File: src/rtl/wsacc_pkg.sv
// Shared types and default widths for the wsacc PE sequencer.
package wsacc_pkg;

    localparam int WSACC_DATA_WIDTH      = 8;
    localparam int WSACC_OUTPUT_WIDTH    = 32;
    localparam int WSACC_WINDOW_ELEMENTS = 9;
    localparam int WSACC_COUNT_WIDTH     = 16;

    typedef enum logic [1:0] {
        IDLE = 2'd0,
        LOAD = 2'd1,
        RUN  = 2'd2,
        DONE = 2'd3
    } wsacc_ctrl_state_t;

endpackage

File: src/rtl/wsacc_pipe_stage.sv
// Single valid/ready register slice; data holds whenever the slot is not reloaded.
module wsacc_pipe_stage #(
    parameter int W = 8
) (
    input  logic         clk,
    input  logic         nrst,
    input  logic         in_valid_i,
    output logic         in_ready_o,
    input  logic [W-1:0] in_data_i,
    output logic         out_valid_o,
    input  logic         out_ready_i,
    output logic [W-1:0] out_data_o
);

    logic         valid_q;
    logic [W-1:0] data_q;

    // Slot can take new data when empty or being drained this cycle.
    assign in_ready_o  = !valid_q || out_ready_i;
    assign out_valid_o = valid_q;
    assign out_data_o  = data_q;

    always_ff @(posedge clk or negedge nrst) begin
        if (!nrst) begin
            valid_q <= 1'b0;
            data_q  <= '0;
        end else if (in_valid_i && in_ready_o) begin
            valid_q <= 1'b1;
            data_q  <= in_data_i;
        end else if (out_ready_i) begin
            valid_q <= 1'b0;
        end
    end

endmodule

File: src/rtl/wsacc_pe_ctrl.sv
// Weight-stationary PE sequencer: loads a weight window, then streams activation
// windows through a two-slot pipeline (window register, result register).
module wsacc_pe_ctrl
    import wsacc_pkg::*;
#(
    parameter int dataWidth      = WSACC_DATA_WIDTH,
    parameter int outputWidth    = WSACC_OUTPUT_WIDTH,
    parameter int windowElements = WSACC_WINDOW_ELEMENTS,
    parameter int countWidth     = WSACC_COUNT_WIDTH
) (
    input  logic                                clk,
    input  logic                                nrst,
    input  logic                                start,
    input  logic [countWidth-1:0]               num_windows,
    output logic                                busy,
    output logic                                done,
    input  logic                                w_valid,
    output logic                                w_ready,
    input  logic [dataWidth-1:0]                w_data,
    output logic                                pe_weight_wr_en,
    output logic [3:0]                          pe_weight_addr,
    output logic [dataWidth-1:0]                pe_weight_o,
    input  logic                                act_valid,
    output logic                                act_ready,
    input  logic [windowElements*dataWidth-1:0] act_data,
    output logic [windowElements*dataWidth-1:0] pe_data_o,
    input  logic [outputWidth-1:0]              pe_result_i,
    output logic                                res_valid,
    input  logic                                res_ready,
    output logic [outputWidth-1:0]              res_data
);

    localparam int WinW = windowElements * dataWidth;
    localparam logic [4:0] WLast = 5'(windowElements - 1);
    localparam logic [countWidth-1:0] CntOne = countWidth'(1);

    wsacc_ctrl_state_t     state_q, state_d;
    logic [4:0]            wcnt_q, wcnt_d;
    logic [countWidth-1:0] num_q, num_d;
    logic [countWidth-1:0] issued_q, issued_d;
    logic [countWidth-1:0] retired_q, retired_d;

    logic s1_in_ready, s1_valid, s2_in_ready;
    logic w_hs, act_hs, res_hs;

    assign w_hs   = (state_q == LOAD) && w_valid;
    assign act_hs = act_valid && act_ready;
    assign res_hs = res_valid && res_ready;

    assign busy            = (state_q != IDLE);
    assign done            = (state_q == DONE);
    assign w_ready         = (state_q == LOAD);
    assign pe_weight_wr_en = w_hs;
    assign pe_weight_addr  = wcnt_q[3:0];
    assign pe_weight_o     = (state_q == LOAD) ? w_data : '0;

    // Issue stops at the job length so surplus windows stay upstream.
    assign act_ready = (state_q == RUN) && (issued_q < num_q) && s1_in_ready;

    always_comb begin
        state_d   = state_q;
        wcnt_d    = wcnt_q;
        num_d     = num_q;
        issued_d  = issued_q;
        retired_d = retired_q;
        case (state_q)
            IDLE: begin
                if (start) begin
                    num_d = num_windows;
                    if (num_windows == '0) begin
                        state_d = DONE;
                    end else begin
                        state_d   = LOAD;
                        wcnt_d    = '0;
                        issued_d  = '0;
                        retired_d = '0;
                    end
                end
            end
            LOAD: begin
                if (w_hs) begin
                    if (wcnt_q == WLast) begin
                        wcnt_d  = '0;
                        state_d = RUN;
                    end else begin
                        wcnt_d = wcnt_q + 5'd1;
                    end
                end
            end
            RUN: begin
                if (act_hs) issued_d = issued_q + CntOne;
                if (res_hs) retired_d = retired_q + CntOne;
                if (retired_q == num_q) state_d = DONE;
            end
            DONE:    state_d = IDLE;
            default: state_d = IDLE;
        endcase
    end

    always_ff @(posedge clk or negedge nrst) begin
        if (!nrst) begin
            state_q   <= IDLE;
            wcnt_q    <= '0;
            num_q     <= '0;
            issued_q  <= '0;
            retired_q <= '0;
        end else begin
            state_q   <= state_d;
            wcnt_q    <= wcnt_d;
            num_q     <= num_d;
            issued_q  <= issued_d;
            retired_q <= retired_d;
        end
    end

    wsacc_pipe_stage #(.W(WinW)) u_s1 (
        .clk         (clk),
        .nrst        (nrst),
        .in_valid_i  (act_hs),
        .in_ready_o  (s1_in_ready),
        .in_data_i   (act_data),
        .out_valid_o (s1_valid),
        .out_ready_i (s2_in_ready),
        .out_data_o  (pe_data_o)
    );

    // The PE is combinational, so its result is valid whenever S1 holds a window.
    wsacc_pipe_stage #(.W(outputWidth)) u_s2 (
        .clk         (clk),
        .nrst        (nrst),
        .in_valid_i  (s1_valid),
        .in_ready_o  (s2_in_ready),
        .in_data_i   (pe_result_i),
        .out_valid_o (res_valid),
        .out_ready_i (res_ready),
        .out_data_o  (res_data)
    );

endmodule
File: config.mk
export PLATFORM = sky130hd
export DESIGN_NAME = wsacc_pe_ctrl
export DESIGN_NICKNAME = d
export VERILOG_FILES = /design/src/rtl/wsacc_pkg.sv /design/src/rtl/wsacc_pipe_stage.sv /design/src/rtl/wsacc_pe_ctrl.sv
export SDC_FILE = /design/constraint.sdc
export NUM_CORES = 1
export LEC_CHECK = 0
export CAP_MARGIN = 25
export CORE_MARGIN = 3
export CORE_UTILIZATION = 45
export CTS_CLUSTER_SIZE = 8
export DETAILED_ROUTE_END_ITERATION = 6
export PLACE_DENSITY = 0.92
export SYNTH_ARGS = -nofsm -noshare
export SYNTH_HDL_FRONTEND = slang
export SYNTH_SLANG_ARGS = --single-unit
File: constraint.sdc
create_clock -name clk -period 4.69 [get_ports clk]
set_input_delay 0.938 -clock clk [delete_from_list [all_inputs] [get_ports clk]]
set_output_delay 0.938 -clock clk [all_outputs]
set_load 0.05 [all_outputs]
### Word level (Yosys, flattened, before mapping)

Index checks and enable logic that the tools add are counted.
Widths: inputs -> output; s select.

| word-level totals | value |
|---|---|
| bits of input ports | 134 |
| bits in registers | 161 |

| operators by class | value |
|---|---|
| equality and inequality tests | 12 |
| mux-type cells | 22 |
| add/subtract/negate cells | 3 |
| reduce and logical (&&, ||, !) cells | 23 |
| magnitude comparators | 1 |

Operator list:

| cell | count |
|---|---|
| $mux 16 | 4 |
| $pmux 16 s2 | 2 |
| $add 16x1->16 const B | 2 |
| $mux 5 | 4 |
| $eq 16x16->1 | 1 |
| $logic_not 16->1 | 1 |
| $lt 16x16->1 | 1 |
| $reduce_and 4->1 | 4 |
| $mux 2 | 5 |
| $pmux 5 s2 | 1 |
| $reduce_bool 2->1 | 5 |
| $mux 8 | 1 |
| $ne 2x1->1 const B | 4 |
| $pmux 2 s4 | 1 |
| $logic_and 1x1->1 | 7 |
| $ne 2x2->1 const B | 3 |
| $add 5x1->5 const B | 1 |
| $eq 5x4->1 const B | 1 |
| $eq 2x2->1 const B | 2 |
| $mux 1 | 4 |
| $eq 2x1->1 const B | 1 |
| $logic_not 1->1 | 2 |
| $logic_not 2->1 | 1 |
| $logic_or 1x1->1 | 2 |
| $reduce_and 2->1 | 1 |

### Depth between registers and ports, before layout

Gate-level depths: netlist (run 1).

| depth | value |
|---|---|
| word-level depth | 7 |
| depth in mapped cells | 10 |
| depth with buffers taken out | 8 |

### Hierarchy

A second synthesis (run 1) with hierarchy kept.

| second synthesis, totals | value |
|---|---|
| cells, all modules | 600 |
| area, all modules | 7892.6 µm² |

Modules (own cells, without submodules):

| module | cells an instance | times used | seq. area each (µm²) | area an instance (µm²) |
|---|---|---|---|---|
| wsacc_pe_ctrl | 374 | 1 | 1376.3 | 3490.8 |
| wsacc_pipe_stage (u_s1) | 155 | 1 | 1826.8 | 3010.4 |
| wsacc_pipe_stage (u_s2) | 71 | 1 | 825.8 | 1391.3 |

### Least setup slack after synthesis (run 1)

No wires, ideal clock.

| path | value |
|---|---|
| path type | in2out |
| start point | in res_ready |
| end point | out act_ready |
| stages on the path | 3 |
| data required time | 3752 ps |
| data arrival time | 1792 ps |
| slack | 1960 ps |
| buffers on the path | 0 |
| cells stage by stage | and3b_1 nor3b_1 and4_1 |

| on the way | value |
|---|---|
| longest elaborated chain between the ends | 3 |

Ends and longest elaborated chain:

| item | line | text |
|---|---|---|
| from (decl) | wsacc_pe_ctrl.sv:29 | `input logic res_ready,` |
| $logic_or 1x1->1 (2 in series) | wsacc_pipe_stage.sv:19 | `assign in_ready_o = !valid_q \|\| out_ready_i;` |
| $logic_and 1x1->1 | wsacc_pe_ctrl.sv:58 | `assign act_ready = (state_q == RUN) && (issued_q < num_q) && s1_in_ready;` |
| to (decl) | wsacc_pe_ctrl.sv:24 | `output logic act_ready,` |

Every way passes these cells.

### Worst setup path in the final report (run 1)

| path | value |
|---|---|
| start point | reg issued_q[9] |
| end point | out act_ready |

| on the way | value |
|---|---|
| longest elaborated chain between the ends | 3 |

Ends and longest elaborated chain:

| item | line | text |
|---|---|---|
| from (decl) | wsacc_pe_ctrl.sv:40 | `logic [countWidth-1:0] issued_q, issued_d;` |
| from (signal assigned) | wsacc_pe_ctrl.sv:111 | `issued_q <= issued_d;` |
| $lt 16x16->1 | wsacc_pe_ctrl.sv:58 |  |
| $logic_and 1x1->1 (2 in series) | wsacc_pe_ctrl.sv:58 |  |

Every way passes these cells.

==> results of run 1 <==
==> metrics by stage <==
stage	worst slack (ns)	util (%)	power [mW]	instance area, um2	cells
CTS	0.747	67.2	8.30	10700	1074
floorplan	1.96	-	5.33	7350	588
global route	0.590	67.2	8.60	10700	1074
detailed placement	0.811	63.5	6.86	10100	1042
finish	0.765	67.2	8.22	10700	1074
global placement	0.787	63.5	6.74	10100	1042
==> Yosys cell counts, drive strengths merged, types with 9 or more instances <==
| cell | n | area [um2] |
|---|---|---|
| dfrtp | 161 | 4030 |
| ha | 23 | 288 |
| nand2b | 9 | 56.3 |
| nor2 | 29 | 111 |
| nor4 | 10 | 62.6 |
| nand2 | 25 | 93.8 |
| xnor2 | 10 | 87.6 |
| nand3 | 17 | 90.1 |
| xor2 | 16 | 140 |
| mux2 | 121 | 1360 |
| and3 | 13 | 81.3 |
| and2 | 9 | 56.3 |
| o21ai | 18 | 90.1 |
| clkbuf | 11 | 41.3 |
| buf | 13 | 80.1 |
| inv | 26 | 97.6 |
| a21oi | 10 | 50.1 |
==> worst min path at each step <==
stage / start / endpoint / slack (ns) / cells after the start
final: wcnt_q[4] / wcnt_q[4] / 0.48 / 1
after global routing: u_s1.out_valid_o / u_s2.out_valid_o / 0.50 / 1
after CTS: wcnt_q[4] / wcnt_q[4] / 0.47 / 1
after detailed placement: wcnt_q[4] / wcnt_q[4] / 0.46 / 1
after global placement: wcnt_q[4] / wcnt_q[4] / 0.45 / 1
after floorplan: wcnt_q[4] / wcnt_q[4] / 0.44 / 1
==> cells by family (layout without fill, tap and decap cells) <==
group                    after synthesis  in the layout  synth area share, %
flip-flops                           161            161                 54.8
AND/OR/NAND/NOR                      148            148                 10.9
multiplexers                         123            123                 18.8
AO/OA/AOI/OAI                         57             57                 5.51
buffers and inverters                 50            320                 2.98
XOR/XNOR                              26             26                 3.10
adder cells (fa/ha/maj)               23             23                 3.91
==> worst register-to-register path, cell delays in order (launching register included) <==
cell and delay [ns]:
dfrtp_1 0.46, ha_1 0.33, a211oi_1 0.25, nor2_1 0.11, o21bai_1 0.29, nand3_4 0.54, buf_4 0.49, mux2_2 0.32
==> sequential cells by signal, summed over array words and instances (netlist names) <==
register          flops
u_s1.out_data_o      72
u_s2.out_data_o      32
issued_q             16
num_q                16
retired_q            16
wcnt_q                5
state_q               2
u_s1.out_valid_o      1
u_s2.out_valid_o      1
==> where the power goes <==
group / internal, mW / switching [mW]
logic: 1.70 / 2.76
clock network: 0.808 / 0.586
registers: 1.98 / 0.387
total: 4.49 / 3.73
==> metal layers <==
layer  share of wire, %  wire length (um)  track usage (%)
met1                 41              7560             25.3
met5                  0                 0                0
met2                 48              8830             33.2
met4                2.4               444             7.77
met3                8.9              1640             7.35
==> cell type report <==
type / count / area share (%)
clock inverter: 13 / 1.41
tap: 216 / 2.52
multi-input combinational: 377 / 29.1
inverter: 26 / 0.911
clock buffer: 19 / 4.14
timing repair buffer: 262 / 24.3
sequential: 161 / 37.6
==> out/qor.json, run 1 <==
{
  "setup.worst_path.start_class": "flop",
  "async_reset_ff_share_pct": 100,
  "cap_violations": 0,
  "critical-path-top-delay-family": "buffers and inverters",
  "clk-insertion-delay-late_ns": 0.42,
  "drt-total-wl_um": 18500,
  "crit_buf_inv": 1,
  "power.static_leakage_nw": 4.66,
  "clkTransAtPathRegs_ns": 0.06,
  "track_usage_pct": 20.5,
  "result_of_the_run": "finished, final reports clean",
  "floorplan.rows": 46,
  "final-setup-viol-count": 0,
  "number_of_global_route_vias_before_repair": 5741,
  "holdCritPathClass": "reg -> reg",
  "area_growth_pct": 45.7,
  "detailroute.via_count": 5662,
  "portBuffers": 255,
  "dr.pass1.iters": 4,
  "avgSynthCellArea_um2": 12.5,
  "finalHoldViolations": 0,
  "relSlewSlack_pct": 31.9,
  "ant_nets": 0,
  "drt_iter0_markers": 390,
  "root_buffer": "clkbuf_16",
  "cells_after_synthesis": 588,
  "nets": 1002,
  "power-per-cell-area_nw_per_um2": 768,
  "max_clock_freq_ghz": 0.255,
  "finalClockSkew_ns": 0.00880,
  "number_of_logic_stages_on_the_critical_path_including_buffering": 6,
  "grt_pass1_wl_um": 29200,
  "fin_setup_tns_ns": 0,
  "ys_ff_latch": 161,
  "ff_to_ff_start": "issued_q[9]",
  "wire_per_inst_um": 17.2,
  "drt_via_density": 5.27,
  "dieArea_um2": 17900,
  "dieWidth_um": 134,
  "final_period_minus_worst_setup_slack_ns": 3.92,
  "crit_chain": "ha_1 > a211oi_1 > nor2_1 > o21bai_1 > and4_1 > clkdlybuf4s50_1",
  "cts_max_path_buffers": 2,
  "detailed_place_hpwl_um": 13700,
  "netlist_area_um2": 7350,
  "unique_cell_type_count_in_the_yosys_netlist": 52,
  "edff_count_synth": 0,
  "ff_latch_area_um2": 4030,
  "proportion_of_layout_cells_with_a_drive_suffix_above_1_pct": 19.5,
  "end_kind": "output pin",
  "mostFrequentLayoutCells": "clkdlybuf4s50_1, dfrtp_1, mux2_2, nor2_1, inv_1",
  "synthesis_warnings": 0,
  "io_pins": 256,
  "critical_path.reg2reg.endpoint": "u_s1.out_data_o[15]",
  "cts.sink_count": 161,
  "chipHeight_um": 134,
  "crit_path_end": "act_ready",
  "h-tree-depth": 4,
  "post_cts_setup_bufs": 0,
  "tritoncts": "yes",
  "worstPathRequired_ns": 3.75,
  "timing_max_transition_violations_final": 0,
  "timing.critical_path.arrival_ns": 2.99,
  "place_congestion": 0.825,
  "core_um2": 15900,
  "grt_overflow": 0,
  "multiInputGateArea_um2": 3110,
  "filler_cell_count": 1157,
  "initial_utilization_pct": 46.1,
  "vdd_ir_drop_max_uv": 483,
  "critical-path-max-stage-delay_ns": 0.83,
  "min_period_over_period_pct": 83.7,
  "grt_antenna_before_repair": 0,
  "cts_resized": 0,
  "final_common_cell": "clkdlybuf4s50_1",
  "tritoncts.num_buffers": 17,
  "crit_type": "reg -> out",
  "n_antenna_cell": 0,
  "reg2reg_slack_ns": 1.79,
  "pin_count_of_the_biggest_net_entering_global_routing": 100,
  "hold-worst-slack_ns": 0.479,
  "cts_hold_buffers": 0,
  "seq_area_frac_synth_pct": 54.8,
  "drt_drc_violations_left": 0,
  "synth_ff_type": "dfrtp_1",
  "grt_setup_unrepaired": "false",
  "syn-num-nets": 745,
  "cp_max_fo": 7,
  "setup.worst_path.start": "issued_q[9]",
  "worst_pin_slew_ns": 1.02,
  "slowest_stage": "clkdlybuf4s50_1",
  "reg2reg_depth": 7
}
No activity file was read; power rests on OpenSTA's default activity.
==> run 2: changes to the inputs <==
Clock period 4.69 ns to 3.8 ns, I/O delays scaled along.
==> out/qor.json, run 2 (synthesis gave the netlist of run 1 again) <==
{
  "ant_nets": 0,
  "worstPathRequired_ns": 3.04,
  "cap_violations": 0,
  "number_of_logic_stages_on_the_critical_path_including_buffering": 6,
  "area_growth_pct": 46.9,
  "post_dp_cell_area_um2": 10100,
  "floorplan.rows": 46,
  "detailed_place_hpwl_um": 14100,
  "final-setup-viol-count": 0,
  "portBuffers": 255,
  "drt_via_density": 5.19,
  "holdCritPathClass": "in -> async",
  "wire_per_inst_um": 17.4,
  "grt_overflow": 0,
  "fin_setup_tns_ns": 0,
  "setup.worst_path.start": "issued_q[9]",
  "cp_max_fo": 7,
  "cts_resized": 0,
  "crit_path_end": "act_ready",
  "ff_to_ff_start": "issued_q[9]",
  "critical-path-max-stage-delay_ns": 0.47,
  "vdd_ir_drop_max_uv": 619,
  "proportion_of_layout_cells_with_a_drive_suffix_above_1_pct": 19.9,
  "number_of_global_route_vias_before_repair": 6124,
  "tritoncts": "yes",
  "track_usage_pct": 21.1,
  "critical-path-top-delay-family": "compound AO/OA/AOI/OAI gates",
  "grt_antenna_before_repair": 0,
  "cts.sink_count": 161,
  "dieWidth_um": 134,
  "nets": 1005,
  "detailroute.via_count": 5582,
  "place_congestion": 0.822,
  "drt_drc_violations_left": 0,
  "reg2reg_slack_ns": 1.04,
  "reg2reg_depth": 7,
  "post_layout_util_pct": 67.8,
  "power.static_leakage_nw": 4.73,
  "n_antenna_cell": 0,
  "min_period_over_period_pct": 82.9,
  "cts_hold_buffers": 0,
  "finalClockSkew_ns": 0.00823,
  "initial_utilization_pct": 46.1,
  "drt-total-wl_um": 18800,
  "max_clock_freq_ghz": 0.318,
  "clk-insertion-delay-late_ns": 0.42,
  "tritoncts.num_buffers": 17,
  "post_cts_setup_bufs": 0,
  "final_period_minus_worst_setup_slack_ns": 3.15,
  "critical_path.reg2reg.endpoint": "issued_q[13]",
  "timing.critical_path.arrival_ns": 2.39,
  "setup.worst_path.start_class": "flop",
  "crit_chain": "ha_1 > a211oi_1 > nor2_1 > o21bai_1 > and4_1 > buf_4",
  "relSlewSlack_pct": 53.9,
  "crit_buf_inv": 1,
  "power-per-cell-area_nw_per_um2": 957,
  "chipHeight_um": 134,
  "worst_pin_slew_ns": 0.685,
  "mostFrequentLayoutCells": "clkdlybuf4s50_1, dfrtp_1, mux2_2, nor2_1, inv_1",
  "end_kind": "output pin",
  "largest_register_ff_count": 72,
  "grt_setup_unrepaired": "false",
  "cts_max_path_buffers": 2,
  "crit_type": "reg -> out",
  "h-tree-depth": 4,
  "post_layout_inst_area_um2": 10800,
  "core_um2": 15900,
  "timing_max_transition_violations_final": 0,
  "slowest_stage": "dfrtp_1",
  "drt_iter0_markers": 292,
  "final_common_cell": "clkdlybuf4s50_1",
  "io_pins": 256,
  "result_of_the_run": "finished, final reports clean",
  "clkTransAtPathRegs_ns": 0.06,
  "dr.pass1.iters": 4,
  "grt_pass1_wl_um": 30300,
  "finalHoldViolations": 0,
  "root_buffer": "clkbuf_16",
  "dieArea_um2": 17900,
  "pin_count_of_the_biggest_net_entering_global_routing": 76
}
run 2: final cells by class:
type / instances / area, um2
Fill cell: 1205 / 5140
Multi-Input combinational cell: 377 / 3110
Clock inverter: 12 / 204
Tap cell: 216 / 270
Inverter: 26 / 97.6
Clock buffer: 19 / 453
Sequential cell: 161 / 4030
Timing Repair Buffer: 265 / 2640
run 2: stage by stage:
step | power, mW | hold WS, ns | std cells | setup slack [ns]
after floorplan | 6.58 | 0.438 | 588 | 1.25
after global placement | 8.34 | 0.457 | 1045 | 0.409
after detailed placement | 8.49 | 0.466 | 1045 | 0.355
after global routing | 10.8 | 0.273 | 1076 | 0.477
final | 10.3 | 0.258 | 1076 | 0.651
after CTS | 10.4 | 0.261 | 1076 | 0.625
run 2: routing by layer:
metal	GRT usage (%)	share of wire, %
met2	36.2	50
met1	25.7	40
met3	6.86	8.9
met4	5.94	1.2
met5	0	0
run 2: how the worst min path moves through the flow:
| stage | end | cells past startpoint | slack (ns) | start |
|---|---|---|---|---|
| final | u_s2.out_data_o[8] | 1 | 0.26 | nrst |
| after global routing | u_s2.out_data_o[8] | 1 | 0.27 | nrst |
| after CTS | u_s2.out_data_o[8] | 1 | 0.26 | nrst |
| after detailed placement | wcnt_q[4] | 1 | 0.47 | wcnt_q[4] |
| after floorplan | wcnt_q[4] | 1 | 0.44 | wcnt_q[4] |
| after global placement | wcnt_q[4] | 1 | 0.46 | wcnt_q[4] |
run 2: report_power, final:
| part | internal, mW | leakage (nW) | switching (mW) |
|---|---|---|---|
| Clock | 1.20 | 0.324 | 0.687 |
| Sequential | 2.45 | 1.98 | 0.474 |
| Combinational | 2.11 | 2.43 | 3.42 |
